**src/rtl/time_set_ctrl.sv**
```systemverilog
// Clock-setting controller: MODE/ADJ press codes drive an RUN/SET_HH/SET_MM/SET_SS editor.
// Optional inactivity abort in set mode is built when TIME_SET_TIMEOUT_EN is defined.
module time_set_ctrl #(
  parameter int BLINK_CYC   = 25_000_000,
  parameter int TIMEOUT_CYC = 500_000_000
) (
  input  logic       CLOCK_50,
  input  logic       rst_n,
  input  logic [1:0] mode_st,
  input  logic [1:0] adj_st,
  input  logic [4:0] cur_hh,
  input  logic [5:0] cur_mm,
  input  logic [5:0] cur_ss,
  output logic [4:0] set_hh,
  output logic [5:0] set_mm,
  output logic [5:0] set_ss,
  output logic       load,
  output logic       setting,
  output logic [2:0] blink_mask
);

  typedef enum logic [1:0] {RUN, SET_HH, SET_MM, SET_SS} state_t;

  localparam int BW = (BLINK_CYC > 1) ? $clog2(BLINK_CYC) : 1;
  localparam logic [BW-1:0] BLINK_LAST = BW'(BLINK_CYC - 1);

  state_t      state_q, state_d;
  logic [1:0]  mode_prev, adj_prev;
  logic        mode_short, mode_long, adj_short, adj_long;
  logic        mode_ev, adj_ev;
  logic [4:0]  hh_q, hh_d;
  logic [5:0]  mm_q, mm_d, ss_q, ss_d;
  logic        load_q, load_d;
  logic        setting_q;
  logic [BW-1:0] blink_cnt;
  logic        blink_ph;
  logic        blink_restart;
  logic        timeout_hit;

  // An event is a fresh press: previous code idle, current code short or long.
  assign mode_short = (mode_prev == 2'b00) && (mode_st == 2'b01);
  assign mode_long  = (mode_prev == 2'b00) && (mode_st == 2'b10);
  assign adj_short  = (adj_prev == 2'b00) && (adj_st == 2'b01);
  assign adj_long   = (adj_prev == 2'b00) && (adj_st == 2'b10);
  assign mode_ev    = mode_short || mode_long;
  assign adj_ev     = adj_short || adj_long;

`ifdef TIME_SET_TIMEOUT_EN
  localparam logic [28:0] TO_LAST = 29'(TIMEOUT_CYC - 1);
  logic [28:0] to_cnt;

  assign timeout_hit = (state_q != RUN) && !mode_ev && !adj_ev && (to_cnt == TO_LAST);

  always_ff @(posedge CLOCK_50) begin
    if (!rst_n) begin
      to_cnt <= '0;
    end else if (state_q == RUN || state_d == RUN || mode_ev || adj_ev) begin
      to_cnt <= '0;
    end else begin
      to_cnt <= to_cnt + 29'd1;
    end
  end
`else
  assign timeout_hit = 1'b0;
`endif

  always_comb begin
    state_d       = state_q;
    hh_d          = hh_q;
    mm_d          = mm_q;
    ss_d          = ss_q;
    load_d        = 1'b0;
    blink_restart = 1'b0;
    case (state_q)
      RUN: begin
        if (mode_long) begin
          state_d       = SET_HH;
          hh_d          = cur_hh;
          mm_d          = cur_mm;
          ss_d          = cur_ss;
          blink_restart = 1'b1;
        end
      end
      default: begin
        // MODE has priority, so a simultaneous ADJ event is dropped here.
        if (mode_long) begin
          state_d = RUN;
          load_d  = 1'b1;
        end else if (mode_short) begin
          case (state_q)
            SET_HH:  state_d = SET_MM;
            SET_MM:  state_d = SET_SS;
            default: state_d = SET_HH;
          endcase
        end else if (adj_ev) begin
          blink_restart = 1'b1;
          case (state_q)
            SET_HH: begin
              if (adj_short) hh_d = (hh_q == 5'd23) ? 5'd0 : hh_q + 5'd1;
              else           hh_d = (hh_q == 5'd0) ? 5'd23 : hh_q - 5'd1;
            end
            SET_MM: begin
              if (adj_short) mm_d = (mm_q == 6'd59) ? 6'd0 : mm_q + 6'd1;
              else           mm_d = (mm_q == 6'd0) ? 6'd59 : mm_q - 6'd1;
            end
            default: begin
              if (adj_short) ss_d = (ss_q == 6'd59) ? 6'd0 : ss_q + 6'd1;
              else           ss_d = (ss_q == 6'd0) ? 6'd59 : ss_q - 6'd1;
            end
          endcase
        end else if (timeout_hit) begin
          state_d = RUN;
        end
      end
    endcase
  end

  always_ff @(posedge CLOCK_50) begin
    if (!rst_n) begin
      state_q   <= RUN;
      hh_q      <= '0;
      mm_q      <= '0;
      ss_q      <= '0;
      load_q    <= 1'b0;
      setting_q <= 1'b0;
      blink_cnt <= '0;
      blink_ph  <= 1'b0;
      // Track the live codes during reset so a code held across reset is not a press.
      mode_prev <= mode_st;
      adj_prev  <= adj_st;
    end else begin
      state_q   <= state_d;
      hh_q      <= hh_d;
      mm_q      <= mm_d;
      ss_q      <= ss_d;
      load_q    <= load_d;
      setting_q <= (state_d != RUN);
      mode_prev <= mode_st;
      adj_prev  <= adj_st;
      if (state_d == RUN || blink_restart) begin
        blink_cnt <= '0;
        blink_ph  <= 1'b0;
      end else if (blink_cnt == BLINK_LAST) begin
        blink_cnt <= '0;
        blink_ph  <= ~blink_ph;
      end else begin
        blink_cnt <= blink_cnt + 1'b1;
      end
    end
  end

  always_comb begin
    blink_mask = 3'b000;
    case (state_q)
      SET_HH:  blink_mask = {blink_ph, 2'b00};
      SET_MM:  blink_mask = {1'b0, blink_ph, 1'b0};
      SET_SS:  blink_mask = {2'b00, blink_ph};
      default: blink_mask = 3'b000;
    endcase
  end

  assign set_hh  = hh_q;
  assign set_mm  = mm_q;
  assign set_ss  = ss_q;
  assign load    = load_q;
  assign setting = setting_q;

endmodule
```
**config.mk**
```make
export PLATFORM = sky130hd
export DESIGN_NAME = time_set_ctrl
export DESIGN_NICKNAME = d
export VERILOG_FILES = /design/src/rtl/time_set_ctrl.sv
export SDC_FILE = /design/constraint.sdc
export NUM_CORES = 1
export LEC_CHECK = 0
export CORE_MARGIN = 2
export CORE_UTILIZATION = 55
export DETAILED_ROUTE_END_ITERATION = 8
export GPL_ROUTABILITY_DRIVEN = 0
export PLACE_DENSITY_LB_ADDON = 0.25
export RECOVER_POWER = 50
export SLEW_MARGIN = 10
export SYNTH_ARGS = -nofsm -noshare
export SYNTH_HDL_FRONTEND = slang
export SYNTH_SLANG_ARGS = --single-unit
```
**constraint.sdc**
```tcl
create_clock -name CLOCK_50 -period 3.11 [get_ports CLOCK_50]
set_clock_uncertainty 0.15 [all_clocks]
set_input_delay 0.622 -clock CLOCK_50 [delete_from_list [all_inputs] [get_ports CLOCK_50]]
set_output_delay 0.622 -clock CLOCK_50 [all_outputs]
set_load 0.02 [all_outputs]
```
==> reports/metrics.yaml <==
status: "finished, final reports clean"
ir_worst_vdd_mv: 0.221
postCtsSetupBuffers: 0
avgSynthCellArea_um2: 8.21
grt_pass1_wl_mm: 12.9
finalHoldViolCount: 0
rows: 27
tns_ns: 0
drive_gt1_share_pct: 5.90
syn_nets: 425
cts.hold.buffers_added: 0
final_util_pct: 68.8
preCtsSetupSlack_ns: 0.104
via_count: 3003
tritoncts: "done"
drc_errors: 0
startpoint_type: "primary input"
power.leakage_nw: 1.44
synth_most_common_cell: "dfxtp_1"
post_cts_resized: 0
final_cells: 496
clkSlewWorstSetupHoldPaths_ns: 0.09
ys.flop_type: "dfxtp_1"
drt_iter0_drc: 180
core_area_um2: 5540
clock_path_buffers: 2
antenna_cells: 0
wl_per_cell_um: 14.8
hold_path.class: "reg -> reg"
ys_seq_elements: 51
place.detailed.instances: 488
grt_antenna_before_repair: 0
rsz0062_at_grt: "no"
synth_edf_count: 0
ioPinCount: 45
yosys.area.top_type: "dfxtp_1"
cts-buffers-inserted: 5
ys_types: 59
globalRouteOverflowTotal: 0
r2r-start: "set_mm[0]$_SDFFE_PN0P_"
worst_slew_pin_slew_ns: 0.693
startpoint: "mode_st[0]"
grt_pass1_vias: 2832
crit_type: "in -> reg"
drt_pass1_iterations: 5
dieWidth_um: 80.0
netlist_instances: 387
crit_fanout: 10
io_buffers: 44
fp.dieArea_um2: 6400
slew_viol_final: 0
cts.sinks: 51
yosysTopAreaCellShare_pct: 32.2
critical_path_arrival_ns: 2.84
relSlewSlack_pct: 53.4
ys_top_cells_by_area: "dfxtp_1, ha_1, xor2_1, nor3_1, nand2_1"
cts_root_buf: "clkbuf_8"
endpoint_kind: "register"
mappedNetlistArea_um2: 3180
ant_nets: 0
dpl.hpwl_mm: 5.11
wl_mm: 7.36
ys_warn_count: 0
clk_latency_ns: 0.30
synth_commonest_cells: "dfxtp_1, nand2_1, nor2_1"
htree_levels: 2
ys_seq_area_share_pct: 32.2
grtUsageTotal_pct: 24.5
cap_violations: 0
areaGrowthSynthToFinish_pct: 20.0
timing.final.ws_setup_ns: 0.317
hold_start: "blink_cnt[0]$_SDFF_PP0_"
fmax_ghz: 0.358
power_mw: 1.33
grt_max_degree: 34
cp_data_required_time_ns: 3.16
p_per_area_nw_per_um2: 350
fin_crit_ns: 2.79
synthArstFlopShare_pct: 0
min_period_over_period_pct: 89.8
fillers: 479
start_util_pct: 57.3
layout.nets: 461
routed_via_density: 6.05
setup_viol_count_final: 0
die_h_um: 80.0
==> final timing paths <==
| kind | to | slack [ns] | cells after the start |
|---|---|---|---|
| worst max-delay path | set_mm[1]$_SDFFE_PN0P_ | 0.32 | 7 |
| worst min-delay path | blink_cnt[0]$_SDFF_PP0_ | 0.35 | 1 |
| worst max register to register | set_mm[2]$_SDFFE_PN0P_ | 0.83 | 5 |
| worst min register to register | blink_cnt[0]$_SDFF_PP0_ | 0.35 | 1 |
==> registers in the layout, indices dropped and copies added (netlist names) <==
name	count
setting	1
blink_ph	1
load	1
blink_cnt	25
set_hh	5
adj_prev	2
state_q	2
set_ss	6
mode_prev	2
set_mm	6
==> area by class of cell <==
| cell class | instances | area [µm²] | area share (%) |
|---|---|---|---|
| tap | 72 | 90.1 | 2.36 |
| clock inverter | 2 | 60.1 | 1.58 |
| multi-input combinational | 294 | 1980 | 51.9 |
| sequential | 51 | 1020 | 26.8 |
| inverter | 16 | 60.1 | 1.58 |
| timing repair buffer | 55 | 528 | 13.9 |
| clock buffer | 6 | 72.6 | 1.90 |
==> cell families (layout without fill, tap and decap cells) <==
logic type / Yosys count / after routing / share of synthesized area [%]
adder cells (fa/ha/maj): 15 / 15 / 5.91
XOR/XNOR: 30 / 30 / 8.27
AO/OA/AOI/OAI: 96 / 96 / 20.8
buffers and inverters: 42 / 79 / 5.56
flip-flops: 51 / 51 / 32.2
multiplexers: 2 / 2 / 0.630
AND/OR/NAND/NOR: 151 / 151 / 26.7
==> power breakdown <==
group	total, mW	switching (mW)	internal (mW)
registers	0.670	0.0106	0.660
logic	0.124	0.0639	0.0603
clock network	0.539	0.217	0.322
==> layer usage <==
layer	track usage, %	share of wire (%)
met5	0	0
met4	7.46	1.1
met3	3.73	6.2
met2	38.8	47
met1	34.1	46
==> placed cells by master, fill, tap and decap left out, types with 8 or more instances in the layout <==
cell | Yosys | final
nand4_1 | 12 | 12
dfxtp_1 | 51 | 51
nor3_1 | 23 | 23
o21ai_0 | 9 | 9
xnor2_1 | 11 | 11
a31oi_1 | 11 | 11
a21oi_1 | 14 | 14
buf_4 | 1 | 8
o211ai_1 | 10 | 10
xor2_1 | 19 | 19
nor2_1 | 26 | 26
dlygate4sd3_1 | 0 | 23
ha_1 | 15 | 15
clkdlybuf4s50_1 | 0 | 21
nand3_1 | 20 | 20
nand2_1 | 30 | 30
inv_1 | 16 | 16
o21ai_1 | 13 | 13
==> worst max-delay path: stages <==
cell and delay (ns):
dlygate4sd3_1 0.61, or4b_1 0.58, ha_1 0.27, a211oi_2 0.29, buf_4 0.23, o211ai_1 0.10, o211a_1 0.14
==> per-stage QoR <==
| step | hold slack [ns] | area, µm² |
|---|---|---|
| after floorplan | 0.305 | 3180 |
| after global placement | 0.328 | 3680 |
| after detailed placement | 0.334 | 3680 |
| after CTS | 0.347 | 3820 |
| after global routing | 0.382 | 3810 |
| final | 0.348 | 3810 |
No activity file was read; power rests on OpenSTA's default activity.
==> RTL change 1: new RTL, config.mk and constraints unchanged <==
`BLINK_CYC`: 25_000_000 -> 50_000_000.
--- a/src/rtl/time_set_ctrl.sv
+++ b/src/rtl/time_set_ctrl.sv
@@ -2,5 +2,5 @@
 // Optional inactivity abort in set mode is built when TIME_SET_TIMEOUT_EN is defined.
 module time_set_ctrl #(
-  parameter int BLINK_CYC   = 25_000_000,
+  parameter int BLINK_CYC   = 50_000_000,
   parameter int TIMEOUT_CYC = 500_000_000
 ) (
Behaviour: no difference found for any inputs over 10 cycles, from zero or initial values and one cycle with rst_n low; that may be too few to reach the edited logic, so the function may still have changed.
==> RTL change 1 against the unedited design <==
  * Wire length up 6.9%
  * Setup slack worse by 0.0060 ns
  * Maximum frequency down 0.22%
  * Synthesized area up 9.5%
  * Synthesized cell count up 7.2%
  * Cell area up 5.8%
  * Sequential cell count up 1
  * Worst hold slack better by 0.058 ns
Power is not compared: it rests on default switching activity, and its combinational part moved more than twofold at a synthesized area within 25%.
==> RTL change 1: results (changes against the unedited design) <==
<table>
<tr><th>Metric</th><th>Value</th></tr>
<tr><th colspan="2">Cells and area</th></tr>
<tr><td>Fraction of final layout cells with drive strength greater than 1</td><td>9.73% (was 5.90%)</td></tr>
<tr><td>Post-route insts no fill</td><td>527 (was 496)</td></tr>
<tr><th colspan="2">Min path</th></tr>
<tr><td>Hold Crit Endpoint</td><td>blink_cnt[25] (was blink_cnt[0])</td></tr>
<tr><td>Hold depth</td><td>2 (was 1)</td></tr>
<tr><td>Hold path start</td><td>blink_cnt[25] (was blink_cnt[0])</td></tr>
<tr><th colspan="2">GRT</th></tr>
<tr><td>Global-route wire length before repair</td><td>13,600 um (was 12,900 um)</td></tr>
<tr><td>Vias in the first global route</td><td>2,992 (was 2,832)</td></tr>
<tr><th colspan="2">Drt</th></tr>
<tr><td>Violation count after the first detailed-route iteration</td><td>189 (was 180)</td></tr>
<tr><td>Overall via count from detail_route</td><td>3,158 (was 3,003)</td></tr>
<tr><td>Number of detailed-route iterations in the first pass</td><td>4 (was 5)</td></tr>
<tr><th colspan="2">CTS</th></tr>
<tr><td>Reg clk slew, reported paths</td><td>0.11 ns (was 0.09 ns)</td></tr>
<tr><th colspan="2">Timing</th></tr>
<tr><td>Worst Tran Pin Value</td><td>1.15 ns (was 0.693 ns)</td></tr>
<tr><td>Hold WS</td><td>0.405 ns (was 0.348 ns)</td></tr>
<tr><th colspan="2">Outcome</th></tr>
<tr><td>Status</td><td>complete, no violations (unchanged)</td></tr>
<tr><th colspan="2">Synthesis</th></tr>
<tr><td>Ranking of synthesized cells by area</td><td>sky130_fd_sc_hd__dfxtp_1 30%, sky130_fd_sc_hd__xnor2_1 5.8%, sky130_fd_sc_hd__nor3_1 5.6% (was sky130_fd_sc_hd__dfxtp_1 32%, sky130_fd_sc_hd__ha_1 5.9%, sky130_fd_sc_hd__xor2_1 5.2%)</td></tr>
<tr><td>Sequential element share of the synthesized area</td><td>29.9% (was 32.2%)</td></tr>
<tr><th colspan="2">Placed design</th></tr>
<tr><td>Placed Cells incl. Taps</td><td>519 (was 488)</td></tr>
<tr><td>HPWL after detailed placement</td><td>5630 um (was 5110 um)</td></tr>
<tr><th colspan="2">Critical path</th></tr>
<tr><td>Depth of the worst register-to-register path</td><td>8 (was 5)</td></tr>
<tr><td>Largest stage delay on the critical path</td><td>0.52 ns (was 0.61 ns)</td></tr>
</table>
==> RTL change 1: logic make-up (layout without fill, tap and decap cells) <==
| logic type | Yosys count | in the layout | share of synthesized area [%] |
|---|---|---|---|
| AOI/OAI and AO/OA | 99 | 99 | 21.8 |
| adders and majority gates | 15 | 15 | 5.40 |
| buffers and inverters | 49 | 86 | 6.98 |
| and+or+nand+nor | 166 | 166 | 27.2 |
| muxes | 4 | 4 | 1.15 |
| DFF | 52 | 52 | 29.9 |
| xor gates and xnor gates | 30 | 30 | 7.55 |
==> RTL change 1: worst max-delay path by stage <==
| stage | end | start | cells past startpoint | slack, ns |
|---|---|---|---|---|
| 6_report | blink_ph | mode_st[1] | 8 | 0.31 |
| 5_1_grt | blink_ph | mode_st[1] | 8 | 0.17 |
| 4_1_cts | blink_mask[2] | state_q[0] | 4 | 0.39 |
| 3_5_place_dp | set_ss[3] | mode_st[1] | 9 | 0.11 |
| 3_3_place_gp | set_ss[3] | mode_st[0] | 9 | 0.17 |
| 2_1_floorplan | set_ss[1] | mode_st[0] | 9 | 0.67 |
==> RTL change 1: cell type report <==
cell class	instances	area (um2)	share of cell area, %
Inverter	20	75.1	1.86
Clock inverter	3	25.0	0.621
Sequential cell	52	1040	25.8
Timing Repair Buffer	58	532	13.2
Multi-Input combinational cell	314	2200	54.5
Tap cell	75	93.8	2.33
Clock buffer	5	68.8	1.71
==> RTL change 1: per-layer routing <==
layer	up-vias	global-route usage, %	share of wire [%]
met1	1444	31.4	48
met2	99	37.4	46
li1	1607	-	-
met4	0	6.89	1.2
met3	8	3.76	5.5
met5	-	0	0
==> RTL change 1: report_power, final <==
| group | internal, mW | switching [mW] |
|---|---|---|
| combinational | 0.134 | 0.188 |
| clock | 0.164 | 0.239 |
| sequential | 0.684 | 0.0293 |
| total | 0.982 | 0.457 |
==> RTL change 2: new RTL, config.mk and constraints unchanged <==
Made on the original files. Register the output `blink_mask`; this adds one clock of latency there. The other outputs are not delayed to match.
--- a/src/rtl/time_set_ctrl.sv
+++ b/src/rtl/time_set_ctrl.sv
@@ -24,4 +24,6 @@
   localparam int BW = (BLINK_CYC > 1) ? $clog2(BLINK_CYC) : 1;
   localparam logic [BW-1:0] BLINK_LAST = BW'(BLINK_CYC - 1);
+
+  logic [2:0] blink_mask_d;
 
   state_t      state_q, state_d;
@@ -151,10 +153,10 @@
 
   always_comb begin
-    blink_mask = 3'b000;
+    blink_mask_d = 3'b000;
     case (state_q)
-      SET_HH:  blink_mask = {blink_ph, 2'b00};
-      SET_MM:  blink_mask = {1'b0, blink_ph, 1'b0};
-      SET_SS:  blink_mask = {2'b00, blink_ph};
-      default: blink_mask = 3'b000;
+      SET_HH:  blink_mask_d = {blink_ph, 2'b00};
+      SET_MM:  blink_mask_d = {1'b0, blink_ph, 1'b0};
+      SET_SS:  blink_mask_d = {2'b00, blink_ph};
+      default: blink_mask_d = 3'b000;
     endcase
   end
@@ -166,3 +168,7 @@
   assign setting = setting_q;
 
+  always_ff @(posedge CLOCK_50) begin
+    blink_mask <= blink_mask_d;
+  end
+
 endmodule
Behaviour: no difference found for any inputs over 10 cycles, from zero or initial values and one cycle with rst_n low; that may be too few to reach the edited logic, so the function may still have changed.
==> RTL change 2 against the unedited design <==
  * Sequential share of layout area up 1.6 points
  * Cell area about the same
  * Clock power decreased by 21%
  * Power increased by 3.6%
  * Synthesized area up 0.24%
  * Sequential cell count increased by 3
  * Wire length down 4.6%
  * Setup slack worse by 0.0099 ns
  * Maximum frequency down 0.35%
  * Largest cell class unchanged
  * Highest routed layer unchanged
==> RTL change 2: results (changes against the unedited design) <==
<table>
<tr><th>Metric</th><th>Value</th></tr>
<tr><th colspan="2">Outcome</th></tr>
<tr><td>Status</td><td>complete, no violations (unchanged)</td></tr>
<tr><th colspan="2">GRT</th></tr>
<tr><td>Vias in the first global route</td><td>2,792 (was 2,832)</td></tr>
<tr><td>Global-route wire length before repair</td><td>12,000 um (was 12,900 um)</td></tr>
<tr><td>GRT Resource Usage Total</td><td>23.3% (was 24.5%)</td></tr>
<tr><td>Maximum number of pins on one net before global-route repair</td><td>30 (was 34)</td></tr>
<tr><th colspan="2">Power</th></tr>
<tr><td>Leakage power of the design</td><td>1.37 nW (was 1.44 nW)</td></tr>
<tr><th colspan="2">Synthesis</th></tr>
<tr><td>Post-synthesis net count</td><td>421 (was 425)</td></tr>
<tr><td>Mean post-synth cell area</td><td>8.31 um2 (was 8.21 um2)</td></tr>
<tr><td>Ranking of synthesized cells by area</td><td>sky130_fd_sc_hd__dfxtp_1 34%, sky130_fd_sc_hd__ha_1 5.9%, sky130_fd_sc_hd__xnor2_1 5.5% (was sky130_fd_sc_hd__dfxtp_1 32%, sky130_fd_sc_hd__ha_1 5.9%, sky130_fd_sc_hd__xor2_1 5.2%)</td></tr>
<tr><td>Sequential element share of the synthesized area</td><td>34.0% (was 32.2%)</td></tr>
<tr><td>Leading cell types by count after synthesis</td><td>54 x sky130_fd_sc_hd__dfxtp_1, 33 x sky130_fd_sc_hd__nor2_1, 32 x sky130_fd_sc_hd__nand2_1 (was 51 x sky130_fd_sc_hd__dfxtp_1, 30 x sky130_fd_sc_hd__nand2_1, 26 x sky130_fd_sc_hd__nor2_1)</td></tr>
<tr><th colspan="2">Critical path</th></tr>
<tr><td>Gate family responsible for the most delay along the worst path</td><td>simple AND/OR/NAND/NOR gates (was buffers and inverters)</td></tr>
<tr><td>Highest fanout seen on the critical path</td><td>17 (was 10)</td></tr>
<tr><td>Largest stage delay on the critical path</td><td>0.59 ns (was 0.61 ns)</td></tr>
<tr><th colspan="2">Timing</th></tr>
<tr><td>Worst rel slew slack</td><td>50.6% (was 53.4%)</td></tr>
<tr><th colspan="2">Placed design</th></tr>
<tr><td>HPWL after detailed placement</td><td>5190 um (was 5110 um)</td></tr>
<tr><th colspan="2">Drt</th></tr>
<tr><td>Overall via count from detail_route</td><td>2,901 (was 3,003)</td></tr>
<tr><th colspan="2">Cells and area</th></tr>
<tr><td>Post-route insts no fill</td><td>498 (was 496)</td></tr>
<tr><td>Fraction of final layout cells with drive strength greater than 1</td><td>8.69% (was 5.90%)</td></tr>
<tr><td>Net total in the final layout</td><td>463 (was 461)</td></tr>
</table>
==> RTL change 2: cell count changes in the layout (fill, tap and decap cells not counted), sizes merged, moves of 4 or more <==
cell / delta
a21oi: -9
a311oi: +4
and2: +5
nor2: +17
o211ai: -6
xnor2: +9
xor2: -6
==> RTL change 2: cell families (layout without fill, tap and decap cells) <==
family | Yosys count | count (layout) | synth area share (%)
xor+xnor | 33 | 33 | 9.08
flops | 54 | 54 | 34.0
compound gates | 79 | 79 | 18.2
simple gates | 162 | 162 | 27.1
fa+ha+maj | 15 | 15 | 5.90
mux | 4 | 4 | 1.30
buf+inv | 36 | 79 | 4.48
==> RTL change 2: through the flow <==
step	instance area (um2)	hold slack (ns)	worst slack, ns	utilization [%]	total power [mW]
2_1_floorplan	3180	0.273	0.600	-	0.886
3_3_place_gp	3730	0.286	0.221	67.4	0.973
3_5_place_dp	3730	0.302	0.133	67.4	0.978
4_1_cts	3830	0.319	0.426	69.2	1.39
5_1_grt	3810	0.334	0.141	68.7	1.44
6_report	3810	0.311	0.307	68.7	1.38
==> RTL change 2: power by group <==
group	switching [mW]	internal [mW]
clock	0.244	0.184
sequential	0.0165	0.705
combinational	0.130	0.101
==> RTL change 2: routing by layer <==
layer	global-route usage, %	routed length (um)
met5	0	0
met2	40.2	3400
met4	8.98	104
met1	29.4	3200
met3	3.26	321
==> RTL change 2: area by class of cell <==
| class | count | area [um2] |
|---|---|---|
| inverters | 16 | 60.1 |
| multi-input cells | 293 | 1950 |
| clock inverters | 2 | 16.3 |
| fillers | 455 | 1730 |
| clock buffers | 6 | 82.6 |
| well taps | 72 | 90.1 |
| flip-flops and latches | 54 | 1080 |
| repair buffers | 55 | 532 |
==> RTL change 2: final timing paths <==
path,start,endpoint,slack (ns),depth (start not counted)
worst max-delay path,mode_st[1],blink_cnt[3],0.31,7
worst min-delay path,blink_cnt[0],blink_cnt[0],0.31,1
worst min register to register,blink_cnt[0],blink_cnt[0],0.31,1
worst max register to register,state_q[0],blink_cnt[9],0.55,7
==> RTL change 2: worst reg2reg max path, delay by kind of cell (launching register included) <==
kind,cells,cell delay (ns)
AO/OA/AOI/OAI,2,0.93
adder cells (fa/ha/maj),1,0.25
buffers and inverters,2,0.47
flip-flops,1,0.41
AND/OR/NAND/NOR,2,0.29
